## src/rtl/seg_rx.sv

```systemverilog
// seg_rx: oversampling receiver and 7-segment decoder for the serial display stream (sclk/ds/stclk -> nibbles, dp, 32-bit value, error reporting)
module seg_rx #(
  parameter int SYNC_STAGES = 2
) (
  input  logic        clk,
  input  logic        rst,
  input  logic        sclk,
  input  logic        ds,
  input  logic        stclk,
  output logic        digit_stb,
  output logic [2:0]  digit_idx,
  output logic [3:0]  digit_val,
  output logic [7:0]  dp,
  output logic [31:0] value,
  output logic        frame_stb,
  output logic        err_stb,
  output logic [1:0]  err_code,
  output logic [15:0] err_cnt
);
  localparam int L = SYNC_STAGES + 2;
  localparam logic [111:0] SEG_TAB = {
    7'h38, 7'h30, 7'h42, 7'h31, 7'h60, 7'h08, 7'h04, 7'h00,
    7'h0f, 7'h20, 7'h24, 7'h4c, 7'h06, 7'h12, 7'h4f, 7'h01
  };
  logic [L-1:0]  sclk_q, ds_q, stclk_q;
  logic [15:0]   sr_q, sr_d;
  logic [4:0]    bcnt_q, bcnt_d;
  logic [31:0]   wbuf_q, wbuf_m, value_q;
  logic [7:0]    seen_q, dp_q;
  logic [2:0]    digit_idx_q, idx;
  logic [3:0]    digit_val_q, nib;
  logic [1:0]    err_code_q, code_d;
  logic [15:0]   err_cnt_q;
  logic          digit_stb_q, frame_stb_q, err_stb_q;
  logic          sh, st, hit, ok, bad, snap;
  // The two extra stages behind the synchronizer hold the last two synced samples for edge detection.
  assign sh = sclk_q[L-2] & ~sclk_q[L-1];
  assign st = stclk_q[L-2] & ~stclk_q[L-1];
  // A shift coinciding with a latch is folded in before the frame is checked.
  assign sr_d = sh ? {ds_q[L-2], sr_q[15:1]} : sr_q;
  assign bcnt_d = (sh && bcnt_q != 5'd31) ? bcnt_q + 5'd1 : bcnt_q;
  always_comb begin
    hit = 1'b0;
    nib = 4'd0;
    idx = 3'd0;
    for (int i = 0; i < 16; i++)
      if (sr_d[7:1] == SEG_TAB[7*i +: 7]) begin
        hit = 1'b1;
        nib = 4'(i);
      end
    for (int i = 0; i < 8; i++)
      if (sr_d[8+i]) idx = 3'(7 - i);
    wbuf_m = wbuf_q;
    wbuf_m[4*idx +: 4] = nib;
  end
  assign code_d = bcnt_d != 5'd16 ? 2'd2 : !$onehot(sr_d[15:8]) ? 2'd1 : !hit ? 2'd3 : 2'd0;
  assign ok = st && code_d == 2'd0;
  assign bad = st && code_d != 2'd0;
  assign snap = ok && idx == 3'd7 && (seen_q | 8'h80) == 8'hff;
  always_ff @(posedge clk) begin
    if (rst) begin
      sclk_q      <= '0;
      ds_q        <= '0;
      stclk_q     <= '0;
      sr_q        <= '0;
      bcnt_q      <= '0;
      wbuf_q      <= '0;
      seen_q      <= '0;
      dp_q        <= '0;
      value_q     <= '0;
      digit_idx_q <= '0;
      digit_val_q <= '0;
      err_code_q  <= '0;
      err_cnt_q   <= '0;
      digit_stb_q <= 1'b0;
      frame_stb_q <= 1'b0;
      err_stb_q   <= 1'b0;
    end else begin
      sclk_q      <= {sclk_q[L-2:0], sclk};
      ds_q        <= {ds_q[L-2:0], ds};
      stclk_q     <= {stclk_q[L-2:0], stclk};
      sr_q        <= sr_d;
      bcnt_q      <= st ? 5'd0 : bcnt_d;
      digit_stb_q <= ok;
      frame_stb_q <= snap;
      err_stb_q   <= bad;
      if (ok) begin
        wbuf_q      <= wbuf_m;
        dp_q[idx]   <= ~sr_d[0];
        seen_q      <= idx == 3'd7 ? 8'h00 : seen_q | (8'h01 << idx);
        digit_idx_q <= idx;
        digit_val_q <= nib;
      end
      if (snap) value_q <= wbuf_m;
      if (bad) begin
        err_code_q <= code_d;
        err_cnt_q  <= err_cnt_q + {15'd0, err_cnt_q != 16'hffff};
      end
    end
  end
  assign digit_stb = digit_stb_q;
  assign digit_idx = digit_idx_q;
  assign digit_val = digit_val_q;
  assign dp        = dp_q;
  assign value     = value_q;
  assign frame_stb = frame_stb_q;
  assign err_stb   = err_stb_q;
  assign err_code  = err_code_q;
  assign err_cnt   = err_cnt_q;
endmodule
```

## config.mk

```make
export PLATFORM = sky130hd
export DESIGN_NAME = seg_rx
export DESIGN_NICKNAME = d
export VERILOG_FILES = /design/src/rtl/seg_rx.sv
export SDC_FILE = /design/constraint.sdc
export NUM_CORES = 1
export LEC_CHECK = 0
export ABC_CLOCK_PERIOD_IN_PS = 6700
export BUFFER_PORTS_ARGS = -buffer_cell sky130_fd_sc_hd__buf_2
export CAP_MARGIN = 20
export CORE_ASPECT_RATIO = 1.1
export CORE_MARGIN = 2
export CORE_UTILIZATION = 30
export CTS_CLUSTER_SIZE = 10
export DETAILED_ROUTE_END_ITERATION = 10
export GPL_TIMING_DRIVEN = 0
export MAX_ROUTING_LAYER = met4
export PLACE_DENSITY = 0.44
export SYNTH_ARGS = -nofsm -noshare
export SYNTH_HDL_FRONTEND = slang
export SYNTH_SLANG_ARGS = --single-unit
```

## constraint.sdc

```tcl
create_clock -name clk -period 6.7 [get_ports clk]
set_clock_uncertainty 0.15 [all_clocks]
set_input_delay 0.67 -clock clk [delete_from_list [all_inputs] [get_ports clk]]
set_output_delay 0.67 -clock clk [all_outputs]
set_load 0.05 [all_outputs]
```

==> run_results.csv, run 1 <==
group,metric,value,unit
worst_setup_path,critPathCaptureType,"flip-flop",
worst_setup_path,path_cells,"nand2b_1 -> buf_4 -> buf_6 -> buf_2 -> mux2i_1 -> inv_1 -> fa_1 -> inv_1 -> fa_1 -> inv_1 -> fa_1 -> ha_1 -> inv_1 -> fa_1 -> inv_1 -> nand3_1 -> o22ai_1 -> nand3_1 -> o21a_1 -> a31oi_1 -> buf_2 -> buf_4 -> mux2i_1 -> nor2_1",
timing,finalHoldViolCount,0,
floorplan,fp.dieArea,0.0239,mm²
cts,cts-resized-gates,0,
worst_setup_path,cp-start-kind,"flip-flop",
floorplan,die_h,162,µm
global_route,grt_overflow,0,
synthesis,ys_warn_count,0,
synthesis,synth_area_leaders,"dfxtp_1, a21oi_1, nand2_1",
power,power_density,230,mW/mm²
placed_design,dp_cells,1151,
worst_setup_path,cp_common_cell,"inv_1",
power,power.leakage,0.00308,µW
routing,drt-initial-drc-count,400,
worst_setup_path,crit_arrival,6.06,ns
placed_design,port_buffers,72,
cts,clkTransAtPathRegs,0.06,ns
hold_path,hold_end,"sclk_q[1]",
routing,antenna_left,0,
timing,fin_setup_tns,0,ns
cts,numCtsBuffers,17,
cells_and_area,finalCoreUtilization,36.7,%
routing,drt_first_pass_iters,5,
worst_setup_path,reg2reg_slack,0.79,ns
cells_and_area,antenna_cells,0,
synthesis,syn_area,0.00680,mm²
placed_design,dpl.hpwl,14.4,mm
floorplan,die_w,148,µm
timing,slew_viol_final,0,
cts,clk_latency,0.43,ns
timing,rsz0062_at_grt,"false",
hold_path,hold_depth,1,
placed_design,place.gp.congestion,0.802,
worst_setup_path,timing.rr.end,"err_cnt[0]",
routing,drc_errors,0,
placed_design,place_area,0.00753,mm²
timing,fin_crit,5.91,ns
worst_setup_path,slowest_stage,"fa_1",
synthesis,synth_top_flop_cell,"dfxtp_1",
worst_setup_path,r2r_start,"sclk_q[3]",
synthesis,synth_top_area_share,40.9,%
power,ir_drop,0.158,mV
cts,cts_tree,"done",
cts,clockBufferDepth,2,
hold_path,hold_class,"flip-flop to flip-flop",
worst_setup_path,path_class,"flip-flop to flip-flop",
timing,tightest_slew,0.843,ns
worst_setup_path,critPathMaxStageDelay,0.54,ns
worst_setup_path,worst-path-buf-inv,10,
synthesis,ys_seq_area_share,40.9,%
cells_and_area,syn_to_final_growth,19.7,%
global_route,antenna_found_initial,0,
flow_run,cap_violations,0,
routing,via_per_inst,5.03,
cts,clock-sinks,139,
global_route,grt_first_pass_wirelength,31.9,mm
cts,h-tree-depth,4,
synthesis,syn_inst,784,
cells_and_area,num-nets-final,899,
cts,cts-root-buf,"clkbuf_16",
floorplan,rows,57,
cells_and_area,drive_gt1_share,18.8,%
global_route,grt_pass1_vias,5741,
synthesis,synth_top_area_cell,"dfxtp_1",
routing,vias,5956,
synthesis,syn_avg_cell_area,8.67,µm²
worst_setup_path,required,6.85,ns
floorplan,core_area,0.0222,mm²
cts,postCtsHoldBufs,0,
timing,hold_ws,0.289,ns
synthesis,synth_nets,808,
routing,detail_route.wl_per_cell,16.8,µm
timing,finalCritPeriodShare,88.2,%
timing,maxSlewHeadroom,43.4,%
global_route,grt_start_max_net_pins,17,
cells_and_area,layout.cells.non_filler,1183,
floorplan,initial_core_util,30.6,%
cells_and_area,fin_area,0.00814,mm²
run_status,outcome,"complete, no violations",
synthesis,async_flop_share,0,%
worst_setup_path,reg2reg_depth,24,
cts,cts_setup_buffers,0,
global_route,grt_usage,17.5,%
worst_setup_path,critical_path.top_delay_family,"adder cells",
timing,fmax,169,MHz
floorplan,io_pins,73,
synthesis,ys_ff_latch,139,
synthesis,synth_edf_count,0,
timing,setup_violations,0,
worst_setup_path,path_max_fanout,10,
routing,drt-total-wl,19.8,mm
synthesis,yosysUniqueCellTypes,79,
hold_path,min_from,"sclk_q[0]",
where the power goes:
group / internal [µW] / total (µW) / switching, µW
Clock: 595 / 996 / 401
Sequential: 832 / 835 / 3.46
Combinational: 11.7 / 44.1 / 32.3
Total: 1440 / 1870 / 437
sequential cells by signal, indices dropped and copies added, names as in the netlist, 4 cells and up, named ones only:
register	cells
bcnt_q	5
digit_val	4
dp	8
err_cnt	16
sclk_q	4
seen_q	6
sr_q	16
stclk_q	4
value	32
wbuf_q	32
synth_stat cells (8+ instances only):
cell type and count:
dfxtp_1 139, nand2_1 98, a21oi_1 83, nor2_1 50, o21ai_0 37, clkbuf_1 28
mux2i_1 26, nand3_1 25, a211oi_1 20, inv_1 20, or3_1 18, nor3_1 17
o211ai_1 17, buf_2 16, ha_1 15, nor2b_1 14, a31oi_1 8, and3_1 8
nand4_1 8
per-layer routing:
layer  vias up  part of all wire, %  global-route usage [%]
met2       112                   48                    28.0
met1      2808                   48                    22.6
met5         -                    0                       -
met4         0                  1.9                    5.16
li1       3015                    -                       -
met3        21                  2.9                    3.12
how the worst max path moves through the flow:
stage | end | depth (start not counted) | start
3_3_place_gp | err_cnt[0] | 24 | sclk_q[3]
3_5_place_dp | err_cnt[0] | 24 | sclk_q[3]
6_report | err_cnt[0] | 24 | sclk_q[3]
5_1_grt | err_cnt[0] | 24 | sclk_q[3]
4_1_cts | err_cnt[0] | 24 | sclk_q[3]
2_1_floorplan | err_cnt[1] | 24 | sclk_q[3]
logic make-up (layout without fill, tap and decap cells):
logic type	after synthesis	in the layout	share of synthesized area (%)
fa+ha+maj	19	19	3.94
flops	139	139	40.9
compound gates	223	223	22.2
xor+xnor	4	4	0.515
buf+inv	77	181	5.43
simple gates	292	292	22.5
mux	30	30	4.53
final cells by class:
cell class / instances / area [µm²]
clock buffer: 18 / 429
clock inverter: 14 / 181
buffer: 56 / 290
sequential: 139 / 2780
timing repair buffer: 72 / 360
tap: 295 / 369
inverter: 21 / 78.8
multi-input combinational: 568 / 3650
fill: 2309 / 14000
per-stage QoR:
| step | setup WS [ns] | power [µW] |
|---|---|---|
| global placement | 0.751 | 899 |
| finish | 0.788 | 1870 |
| floorplan | 1.51 | 882 |
| CTS | 0.747 | 1910 |
| global route | 0.404 | 1940 |
| detailed placement | 0.761 | 899 |
cells in the final DEF (no fill, tap or decap), types with 4 or more instances in the layout:
master     count
dfxtp_1      139
nand2_1       98
buf_2         88
a21oi_1       83
nor2_1        50
o21ai_0       37
clkbuf_1      29
mux2i_1       26
nand3_1       25
a211oi_1      20
inv_1         20
or3_1         18
o211ai_1      17
nor3_1        17
clkbuf_16     17
ha_1          15
nor2b_1       14
and3_1         8
nand4_1        8
a31oi_1        8
nand2b_1       7
buf_4          6
o31ai_1        6
buf_6          5
o21ai_1        5
o21a_1         5
nor4_1         5
or4_1          5
inv_6          5
and2_1         4
nand3b_1       4
nor3_2         4
xor2_1         4
fa_1           4
worst reg2reg max path, stage by stage (launching register included):
cell and delay, ns:
dfxtp_1 0.35, nand2b_1 0.11, buf_4 0.19, buf_6 0.17
buf_2 0.28, mux2i_1 0.33, inv_1 0.13, fa_1 0.54
inv_1 0.05, fa_1 0.47, inv_1 0.05, fa_1 0.48
ha_1 0.17, inv_1 0.06, fa_1 0.35, inv_1 0.07
nand3_1 0.07, o22ai_1 0.14, nand3_1 0.31, o21a_1 0.28
a31oi_1 0.27, buf_2 0.30, buf_4 0.22, mux2i_1 0.20
nor2_1 0.05
Power figures use the tool's default switching activity.
==> run 2, diff against run 1 <==
--- a/config.mk
+++ b/config.mk
@@ -16,6 +16,7 @@
 export GPL_TIMING_DRIVEN = 0
 export MAX_ROUTING_LAYER = met4
 export PLACE_DENSITY = 0.44
+export REMOVE_ABC_BUFFERS = 1
 export SYNTH_ARGS = -nofsm -noshare
 export SYNTH_HDL_FRONTEND = slang
 export SYNTH_SLANG_ARGS = --single-unit
==> run_results.csv, run 2 (synthesis gave the netlist of run 1 again) <==
group,metric,value,unit
routing,drc_errors,0,
routing,drt-met1-wl,9.13,mm
run_status,outcome,"complete, no violations",
floorplan,fp.dieArea,0.0239,mm²
power,pwr-share-seq,46.0,%
timing,hold_ws,0.284,ns
worst_setup_path,crit_arrival,6.28,ns
cts,numCtsBuffers,17,
global_route,grt_pass1_vias,5689,
power,p_int,1410,µW
power,p_comb_share,2.1,%
global_route,grt_start_max_net_pins,63,
power,ir_drop,0.150,mV
routing,top_layer_used,"met4",
floorplan,die_w,148,µm
cts,clk_latency,0.42,ns
power,pwr-share-clk,51.9,%
global_route,grt_usage,16.2,%
timing,setup_violations,0,
hold_path,hold_class,"flip-flop to flip-flop",
timing,finalCritPeriodShare,91.7,%
worst_setup_path,path_max_fanout,16,
timing,fin_crit,6.14,ns
floorplan,io_pins,73,
cts,cts_setup_buffers,0,
cells_and_area,antenna_cells,0,
worst_setup_path,path_class,"flip-flop to flip-flop",
timing,fmax,163,MHz
timing,finalHoldViolCount,0,
cts,cts-root-buf,"clkbuf_16",
cts,cts_tree,"done",
global_route,grt_overflow,0,
worst_setup_path,required,6.84,ns
power,power.leakage,0.00297,µW
floorplan,initial_core_util,30.6,%
global_route,grt_first_pass_wirelength,30.2,mm
floorplan,rows,57,
routing,detail_route.wl_per_cell,16.0,µm
timing,rsz0062_at_grt,"false",
cells_and_area,layout.cells.non_filler,1136,
power,p_sw_share,22.5,%
routing,drt-initial-drc-count,400,
timing,fin_setup_tns,0,ns
cts,h-tree-depth,4,
placed_design,port_buffers,72,
flow_run,cap_violations,0,
placed_design,place.gp.congestion,0.796,
power,switchingPower,408,µW
floorplan,core_area,0.0222,mm²
routing,via_per_inst,5.07,
cells_and_area,num-nets-final,852,
routing,met2_length,8.18,mm
routing,drt_first_pass_iters,4,
placed_design,dp_cells,1104,
cells_and_area,drive_gt1_share,18.1,%
cts,clkTransAtPathRegs,0.06,ns
power,power_density,227,mW/mm²
timing,tightest_slew,1.10,ns
cells_and_area,syn_to_final_growth,17.7,%
routing,drt-total-wl,18.1,mm
cts,clock-sinks,139,
worst_setup_path,critPathCaptureType,"flip-flop",
cts,postCtsHoldBufs,0,
routing,antenna_left,0,
cells_and_area,layout_common_cells,"dfxtp_1, nand2_1, a21oi_1",
placed_design,dpl.hpwl,12.1,mm
floorplan,die_h,162,µm
routing,vias,5756,
cts,clockBufferDepth,2,
cts,cts-resized-gates,0,
cells_and_area,layout_commonest_cell,"dfxtp_1",
worst_setup_path,cp-start-kind,"flip-flop",
global_route,antenna_found_initial,0,
timing,slew_viol_final,0,
routing,met3_length,554,µm
timing,maxSlewHeadroom,26.5,%
run 2: power by group through the flow:
| stage | clock, µW | combinational (µW) | sequential [µW] |
|---|---|---|---|
| after floorplan | 0 | 14.6 | 856 |
| after CTS | 969 | 39.3 | 836 |
| after global routing | 1010 | 42.3 | 836 |
| final | 943 | 38.4 | 836 |
| after global placement | 0 | 35.9 | 854 |
| after detailed placement | 0 | 39.6 | 854 |
run 2: cell type report:
class / instances / area [µm²]
inverter: 21 / 78.8
clock inverter: 11 / 119
clock buffer: 21 / 460
fill: 2301 / 14200
tap: 295 / 369
multi-input combinational: 568 / 3680
sequential: 139 / 2780
timing repair buffer: 81 / 507
run 2: final timing paths:
check | start | endpoint | slack [ns] | cells past startpoint
setup / recovery | sclk_q[3] | dp[6] | 0.56 | 20
hold / removal | sclk_q[0] | sclk_q[1] | 0.28 | 1
setup reg to reg | sclk_q[3] | dp[6] | 0.56 | 20
hold reg to reg | sclk_q[0] | sclk_q[1] | 0.28 | 1
run 2: per-stage QoR:
| stage | utilization [%] | setup WS, ns | total power [µW] | area (µm²) |
|---|---|---|---|---|
| floorplan | - | 0.548 | 870 | 6510 |
| global placement | 32.6 | -1.26 | 890 | 7240 |
| detailed placement | 33.4 | 0.367 | 894 | 7420 |
| CTS | 36.1 | 0.354 | 1840 | 8000 |
| global route | 36.1 | 0.0586 | 1880 | 8000 |
| finish | 36.1 | 0.556 | 1820 | 8000 |
run 2: per-layer routing:
layer  GRT usage, %  vias to the layer above
li1               -                     2925
met1           21.3                     2718
met2           25.3                       89
met3           2.67                       24
met4           5.16                        0
met5              -                        -
run 2: critical path, cell delays in order, from the launching register on:
cell	delay (ns)
dfxtp_1	0.56
nand2b_1	0.59
mux2i_1	0.38
inv_1	0.13
fa_1	0.55
inv_1	0.05
fa_1	0.47
inv_1	0.05
fa_1	0.47
ha_1	0.17
inv_1	0.06
fa_1	0.35
inv_1	0.08
nand3_1	0.07
o22ai_1	0.15
nand3_1	0.33
a211oi_4	0.72
buf_8	0.24
buf_8	0.17
nand4_1	0.13
mux2i_1	0.15
